<file path="src/rtl/si3000_sample_buffer.sv">
// TX/RX sample FIFOs between the CPU/DMA side and the Si3000 codec wrapper.
// Optional watermark interrupt is built when SI3000_SAMPLE_BUF_IRQ_EN is defined.
module si3000_sample_buffer #(
  parameter int WORD_SIZE  = 16,
  parameter int DEPTH_LOG2 = 4,
  parameter int WATERMARK  = 8
) (
  input  logic                  i_clk,
  input  logic                  i_reset,
  input  logic                  i_sync_reset,
  input  logic                  i_tx_wr,
  input  logic [WORD_SIZE-1:0]  i_tx_data,
  input  logic                  i_codec_grasp,
  output logic [WORD_SIZE-1:0]  o_write_data,
  input  logic                  i_codec_done,
  input  logic [WORD_SIZE-1:0]  i_codec_rd_data,
  input  logic                  i_rx_rd,
  output logic [WORD_SIZE-1:0]  o_rx_data,
  output logic [DEPTH_LOG2:0]   o_tx_count,
  output logic [DEPTH_LOG2:0]   o_rx_count,
  input  logic                  i_flag_clr,
  output logic                  o_tx_overflow,
  output logic                  o_tx_underrun,
  output logic                  o_rx_overflow,
  output logic                  o_irq
);

  localparam int DEPTH = 1 << DEPTH_LOG2;
  localparam logic [DEPTH_LOG2:0] C_FULL = DEPTH_LOG2'(0) | (DEPTH_LOG2+1)'(DEPTH);

  logic [WORD_SIZE-1:0]  r_tx_mem [DEPTH];
  logic [WORD_SIZE-1:0]  r_rx_mem [DEPTH];
  logic [DEPTH_LOG2-1:0] r_tx_wp, r_tx_rp, r_rx_wp, r_rx_rp;
  logic [DEPTH_LOG2:0]   r_tx_cnt, r_rx_cnt;
  logic                  r_done_d1;
  logic                  r_tx_ovf, r_tx_udr, r_rx_ovf;

  logic w_tx_full, w_tx_empty, w_rx_full, w_rx_empty;
  logic w_tx_push, w_tx_pop, w_rx_push, w_rx_pop, w_rx_edge;

  assign w_tx_full  = (r_tx_cnt == C_FULL);
  assign w_tx_empty = (r_tx_cnt == '0);
  assign w_rx_full  = (r_rx_cnt == C_FULL);
  assign w_rx_empty = (r_rx_cnt == '0);

  assign w_rx_edge = i_codec_done & ~r_done_d1;
  assign w_tx_push = i_tx_wr & ~w_tx_full & ~i_sync_reset;
  assign w_tx_pop  = i_codec_grasp & ~w_tx_empty & ~i_sync_reset;
  assign w_rx_push = w_rx_edge & ~w_rx_full & ~i_sync_reset;
  assign w_rx_pop  = i_rx_rd & ~w_rx_empty & ~i_sync_reset;

  assign o_write_data = w_tx_empty ? '0 : r_tx_mem[r_tx_rp];
  assign o_rx_data    = w_rx_empty ? '0 : r_rx_mem[r_rx_rp];
  assign o_tx_count   = r_tx_cnt;
  assign o_rx_count   = r_rx_cnt;
  assign o_tx_overflow = r_tx_ovf;
  assign o_tx_underrun = r_tx_udr;
  assign o_rx_overflow = r_rx_ovf;

  // Storage has no reset; the empty mux keeps the outputs at zero.
  always_ff @(posedge i_clk) begin
    if (w_tx_push) r_tx_mem[r_tx_wp] <= i_tx_data;
    if (w_rx_push) r_rx_mem[r_rx_wp] <= i_codec_rd_data;
  end

  always_ff @(posedge i_clk or posedge i_reset) begin
    if (i_reset) begin
      r_tx_wp  <= '0;
      r_tx_rp  <= '0;
      r_tx_cnt <= '0;
      r_rx_wp  <= '0;
      r_rx_rp  <= '0;
      r_rx_cnt <= '0;
    end else if (i_sync_reset) begin
      r_tx_wp  <= '0;
      r_tx_rp  <= '0;
      r_tx_cnt <= '0;
      r_rx_wp  <= '0;
      r_rx_rp  <= '0;
      r_rx_cnt <= '0;
    end else begin
      if (w_tx_push) r_tx_wp <= r_tx_wp + 1'b1;
      if (w_tx_pop)  r_tx_rp <= r_tx_rp + 1'b1;
      if (w_rx_push) r_rx_wp <= r_rx_wp + 1'b1;
      if (w_rx_pop)  r_rx_rp <= r_rx_rp + 1'b1;
      case ({w_tx_push, w_tx_pop})
        2'b10:   r_tx_cnt <= r_tx_cnt + 1'b1;
        2'b01:   r_tx_cnt <= r_tx_cnt - 1'b1;
        default: r_tx_cnt <= r_tx_cnt;
      endcase
      case ({w_rx_push, w_rx_pop})
        2'b10:   r_rx_cnt <= r_rx_cnt + 1'b1;
        2'b01:   r_rx_cnt <= r_rx_cnt - 1'b1;
        default: r_rx_cnt <= r_rx_cnt;
      endcase
    end
  end

  // Edge detector keeps running through sync_reset so a held done level
  // does not produce a second push once the flush is over.
  always_ff @(posedge i_clk or posedge i_reset) begin
    if (i_reset) r_done_d1 <= 1'b0;
    else         r_done_d1 <= i_codec_done;
  end

  // Sticky flags: a set beats a same-cycle flag_clr.
  always_ff @(posedge i_clk or posedge i_reset) begin
    if (i_reset) begin
      r_tx_ovf <= 1'b0;
      r_tx_udr <= 1'b0;
      r_rx_ovf <= 1'b0;
    end else if (i_sync_reset) begin
      r_tx_ovf <= 1'b0;
      r_tx_udr <= 1'b0;
      r_rx_ovf <= 1'b0;
    end else begin
      r_tx_ovf <= (i_tx_wr & w_tx_full)         | (r_tx_ovf & ~i_flag_clr);
      r_tx_udr <= (i_codec_grasp & w_tx_empty)  | (r_tx_udr & ~i_flag_clr);
      r_rx_ovf <= (w_rx_edge & w_rx_full)       | (r_rx_ovf & ~i_flag_clr);
    end
  end

`ifdef SI3000_SAMPLE_BUF_IRQ_EN
  localparam logic [DEPTH_LOG2:0] C_WM = (DEPTH_LOG2+1)'(WATERMARK);
  logic r_irq;

  always_ff @(posedge i_clk or posedge i_reset) begin
    if (i_reset) r_irq <= 1'b0;
    else         r_irq <= (r_rx_cnt >= C_WM) | (r_tx_cnt < C_WM)
                          | r_tx_ovf | r_tx_udr | r_rx_ovf;
  end

  assign o_irq = r_irq;
`else
  assign o_irq = 1'b0;
`endif

endmodule

</file>
<file path="config.mk">
export PLATFORM = sky130hd
export DESIGN_NAME = si3000_sample_buffer
export DESIGN_NICKNAME = d
export VERILOG_FILES = /design/src/rtl/si3000_sample_buffer.sv
export SDC_FILE = /design/constraint.sdc
export NUM_CORES = 1
export LEC_CHECK = 0
export ABC_AREA = 1
export ABC_CLOCK_PERIOD_IN_PS = 3750
export CAP_MARGIN = 20
export CORE_MARGIN = 8
export CORE_UTILIZATION = 45
export DETAILED_ROUTE_END_ITERATION = 10
export DONT_BUFFER_PORTS = 1
export REMOVE_ABC_BUFFERS = 1
export SYNTH_ARGS = -nofsm -noshare
export SYNTH_HDL_FRONTEND = slang
export SYNTH_SLANG_ARGS = --single-unit
</file>
<file path="constraint.sdc">
create_clock -name i_clk -period 3.75 [get_ports i_clk]
set_input_delay 0.5625 -clock i_clk [delete_from_list [all_inputs] [get_ports i_clk]]
set_output_delay 0.5625 -clock i_clk [all_outputs]
set_load 0.02 [all_outputs]
</file>
* After elaboration in Yosys (flattened, before gate mapping)
Memories as Yosys holds them, arrays and structs flattened.
Index checks and enable logic that the tools add are counted.
** Word-level totals
- Bits in latches :: 0
- Logic and storage cells :: 80
- Output and inout port bits :: 46
- Memory bits (read-only) :: 0
- Bits in writable memories :: 512
- Memories kept :: 2
- Bits of input ports :: 40
- Bits in registers :: 30
** Memories
- r_rx_mem :: depth 16, width 16, rd ports 1, clocked after Yosys merged registers in 0, wr ports 1, RTL line 32 : logic [WORD_SIZE-1:0] r_rx_mem [DEPTH];
- r_tx_mem :: depth 16, width 16, rd ports 1, clocked after Yosys merged registers in 0, wr ports 1, RTL line 31 : logic [WORD_SIZE-1:0] r_tx_mem [DEPTH];
** Cells by class
- $add $sub $neg :: 8
- Multipliers :: 0
- Order comparisons :: 0
- Bitwise operators :: 25
- Muxes and demuxes :: 21
- Equal/unequal tests :: 6
- Divide/modulo/power cells :: 0
- Shift operators :: 0
- Reduce and logical (&&, ||, !) cells :: 8
** Operators by type and width (count)
- $mux W16 :: 2
- $mux W4 :: 8
- $pmux W5 S2 :: 2
- $add A4 B1 Y4 const B :: 4
- $and A1 B1 Y1 :: 15
- $add A5 B1 Y5 const B :: 2
- $eq A5 B5 Y1 const B :: 2
- $logic_not A5 Y1 :: 2
- $mux W5 :: 2
- $sub A5 B1 Y5 const B :: 2
- $reduce_bool A2 Y1 :: 4
- $mux W1 :: 7
- $not A1 Y1 :: 7
- $reduce_bool A3 Y1 :: 2
- $eq A2 B1 Y1 const B :: 2
- $eq A2 B2 Y1 const B :: 2
- $or A1 B1 Y1 :: 3

* Depth between registers and ports, before layout
- Word-level depth :: 7
- Depth in mapped cells :: 15
- Mapped depth without buffers :: 15

* Worst setup path before layout
OpenSTA, ideal clock, no wires.
- Path type :: input to register
- From :: in i_sync_reset
- To :: mem r_rx_mem[15][0], enable pin
- Cell stages on the path :: 5
- Arrival :: 1.998 ns
- Buffers on the path :: 2
- Setup slack :: 1.363 ns
- Required time :: 3.362 ns
- Library setup time :: 0.388 ns
- Cells stage by stage :: buf_6 -> inv_2 -> clkbuf_1 -> nand3_1 -> nor2_1
** Between the ends
- Longest elaborated chain between the ends :: 4
** Ends and longest elaborated chain
- start: declaration :: RTL line 10 : input logic i_sync_reset,
- $not A1 Y1 :: RTL line 49 : assign w_rx_push = w_rx_edge & ~w_rx_full & ~i_sync_reset;
- $and A1 B1 Y1 :: RTL line 49
- $mux W1 :: RTL line 63 : if (w_rx_push) r_rx_mem[r_rx_wp] <= i_codec_rd_data;
- $mux W1 (not written as such) :: RTL line 63
- end: declaration :: RTL line 32
No other way between the ends.

* Worst setup path after layout
- From :: reg r_tx_cnt[0] (netlist: o_tx_count[0])
- To :: out o_write_data[1]
** Between the ends
- Longest elaborated chain between the ends :: 2
** Ends and longest elaborated chain
- start: declaration :: RTL line 34 : logic [DEPTH_LOG2:0] r_tx_cnt, r_rx_cnt;
- start signal: assignment :: RTL line 87 : 2'b10: r_tx_cnt <= r_tx_cnt + 1'b1;
- start signal: assignment :: RTL line 88 : 2'b01: r_tx_cnt <= r_tx_cnt - 1'b1;
- start signal: assignment :: RTL line 89 : default: r_tx_cnt <= r_tx_cnt;
- $logic_not A5 Y1 :: RTL line 42 : assign w_tx_empty = (r_tx_cnt == '0);
- $mux W16 :: RTL line 52 : assign o_write_data = w_tx_empty ? '0 : r_tx_mem[r_tx_rp];
- end: declaration :: RTL line 14 : output logic [WORD_SIZE-1:0] o_write_data,
No other way between the ends.

==> reports/results.md <==
• vias post-DR: 13952
• Yosys cell types: 36
• deepest clock path buffer count: 3
• count of nets after finishing: 1756
• GRT Total Usage: 0.192
• FF/Latch Area: 0.0161 sq mm
• endpoint type of the worst setup path: primary output
• timing startpoint of the critical path: o_tx_count[0]$_DFFE_PP0P_
• chip height: 237 microns
• total power per unit cell area: 669 mW/mm^2
• Max H-tree Level: 2
• R2R cell count: 7
• drt first pass iters: 5
• post-detailed-placement half-perimeter wirelength: 29.4 mm
• Final GP Congestion: 0.783
• average via count per standard cell: 5.89
• clock tree from TritonCTS: yes
• final setup vio count: 0
• Synth Cell Area: 0.0219 sq mm
• max-capacitance violation count: 0
• worst endpoint data arrival time: 2900 ps
• total wire length after detailed routing: 54.9 mm
• Layout area overhead: 12.2%
• Worst-Skew Late Latency: 610 ps
• multi-input gate area in the final layout: 0.00520 sq mm
• Total Die Area: 0.0560 sq mm
• via count of the first global-routing pass: 13763
• sequential share of the synthesized area: 0.736
• RR Endpoint: r_tx_mem[12][11]$_DFFE_PP_
• io pins: 86
• antenna violations before repair: 0
• standby leakage power: 8.12 nW
• first-pass GRT wire length: 83.3 mm
• layout cell share with drive strength beyond 1: 0.118
• initial core utilization: 0.452
• number of register bits inferred by synthesis: 542
• mean post-synth cell area: 12.9 sq um
• Antenna Diode Count: 0
• pin slew with the least headroom to its limit: 1000 ps
• number of buffer cells added on primary ports: 0
• drt drc: 0
• Worst Path Required: 3190 ps
• number of endpoints with negative hold slack in the final report: 0
• number of cell rows: 81
• setup repair after global routing missed its margin: no
• gate count after technology mapping: 1698
• critical-path maximum fanout: 12
• final routed wire length divided by cell count: 23.2 microns
• CTS clk-pin slew, worst paths: 60 ps
• number of buffers created by CTS: 55
• clock sink count: 542
• path type of the worst setup path: reg -> out
• minimum clock period: 3460 ps
• clock root buffer: sky130_fd_sc_hd__clkbuf_16
• startpoint kind of the worst setup timing path: flop
• max-slew violation count: 0
• post-placement cell area: 0.0227 sq mm
• drt first-iter violations: 1344
• total global routing overflow: 0
• Critical Path End: o_write_data[1]
• reg2reg start: o_tx_count[0]$_DFFE_PP0P_
• placeable core region: 0.0484 sq mm
• pin count of the biggest net entering global routing: 131
• highest achievable clock rate: 289 MHz
• setup slack of the most critical reg-to-reg path: 1250 ps
• class of the tightest hold or removal check: in -> reg
• worst IR drop on VDD: 0.496 mV
• WHS: 46.3 ps
• status: complete, no violations
• post-route standard cell area excluding fillers: 0.0246 sq mm
• x dimension of the die: 237 microns
• Yosys Warn Count: 0
• Tcrit/Tclk final: 0.923
• number of fill cells: 4094
• Worst Skew: 35.8 ps
• Max transition margin: 0.331
• Final ANT Viol Nets: 0
[cells by family (layout without fill, tap and decap cells)]
group           count (synthesis)  count (layout)  synth area share
xor+xnor                        2               2          0.000800
fa+ha+maj                      14              14           0.00800
compound gates                480             480             0.127
flops                         542             542             0.736
other cells                     1               1          0.000171
simple gates                  505             505            0.0981
buf+inv                       154             203            0.0295
[layer usage]
| metal | vias up | track usage | part of all wire |
|---|---|---|---|
| met5 | - | 0 | 0 |
| met4 | 0 | 0.0547 | 0.022 |
| met3 | 90 | 0.0374 | 0.070 |
| met2 | 521 | 0.301 | 0.46 |
| met1 | 7019 | 0.271 | 0.44 |
| li1 | 6322 | - | - |
[sequential cells by signal, summed over array words and instances (netlist names)]
name,cells
r_tx_rp,4
o_rx_count,5
o_tx_underrun,1
r_rx_mem,256
r_rx_rp,4
r_done_d1,1
o_tx_overflow,1
o_tx_count,5
r_tx_mem,256
r_rx_wp,4
r_tx_wp,4
o_rx_overflow,1
[placed cells by master, fill, tap and decap left out, types with 41 or more instances in the layout]
cell type	netlist	final
sky130_fd_sc_hd__a21oi_1	42	41
sky130_fd_sc_hd__buf_4	4	47
sky130_fd_sc_hd__clkbuf_16	0	56
sky130_fd_sc_hd__edfxtp_1	512	512
sky130_fd_sc_hd__nand2_1	68	68
sky130_fd_sc_hd__nand3_1	60	60
sky130_fd_sc_hd__nor2_1	342	313
sky130_fd_sc_hd__o21ai_0	304	304
sky130_fd_sc_hd__o221ai_1	82	82
sky130_fd_sc_hd__o22ai_1	46	46
[how the worst min path moves through the flow]
stage                              startpoint                        end  slack, ps  cells after the start
after detailed placement  r_done_d1$_DFF_PP0_    o_rx_overflow$_DFF_PP0_        560                      3
after global placement    r_done_d1$_DFF_PP0_    o_rx_overflow$_DFF_PP0_        550                      3
final                      i_codec_rd_data[4]   r_rx_mem[3][4]$_DFFE_PP_         50                      0
after floorplan           r_done_d1$_DFF_PP0_    o_rx_overflow$_DFF_PP0_        520                      3
after global routing       i_codec_rd_data[1]  r_rx_mem[13][1]$_DFFE_PP_         20                      0
after CTS                  i_codec_rd_data[4]   r_rx_mem[8][4]$_DFFE_PP_         10                      0
[where the power goes]
part | total, W | internal, W | switching (W) | leakage [nW]
combinational | 0.00401 | 0.00105 | 0.00296 | 2.24
sequential | 0.00700 | 0.00675 | 0.000244 | 5.01
clock | 0.00544 | 0.00318 | 0.00227 | 0.873
[cells in the mapped netlist (all sizes together)]
cell type,instances,area [sq um]
buf,43,223
o21ai,305,1530
nand3b,2,15.0
dfrtp,30,751
xor2,2,17.5
nor3,2,10.0
ha,14,175
conb,1,3.75
clkbuf,66,249
nand4,4,25.0
o22ai,46,288
o221ai,82,718
clkinv,1,3.75
nand3,67,385
inv,44,170
o21bai,2,15.0
a21oi,43,219
nand2,78,333
edfxtp,512,15400
nor2,352,1380
o21a,2,15.0
[worst max-delay path, stage by stage, from the launching register on]
cell,delay (ps)
sky130_fd_sc_hd__dfrtp_1,580
sky130_fd_sc_hd__nor2_2,110
sky130_fd_sc_hd__nand3_2,120
sky130_fd_sc_hd__clkinv_1,600
sky130_fd_sc_hd__buf_4,430
sky130_fd_sc_hd__a21oi_1,440
[layout make-up]
| class | instances | area share |
|---|---|---|
| clock buffers | 73 | 0.0600 |
| multi-input cells | 1002 | 0.212 |
| repair buffers | 56 | 0.0203 |
| clock inverters | 29 | 0.0127 |
| well taps | 622 | 0.0317 |
| inverters | 45 | 0.00718 |
| flip-flops and latches | 542 | 0.657 |
[stage by stage]
stage	worst slack (ps)	total power (W)	std cells	TNS (ps)	utilization
finish	290	0.0164	2369	0	0.507
global route	45.3	0.0172	2369	0	0.507
CTS	281	0.0166	2367	0	0.507
global placement	949	0.0111	2263	0	0.469
floorplan	-901	0.00983	1589	-27830	-
detailed placement	939	0.0111	2263	0	0.469
[timing repair]
| item | in CTS | in global routing |
|---|---|---|
| endpoints found under the setup margin | 0 | 1 |
| hold buffers | 2 | 1 |
| setup buffers | 0 | 0 |
| gates resized for setup | 0 | 1 |
| hold endpoints to repair | 4 | 12 |
No activity file was read; power rests on OpenSTA's default activity.
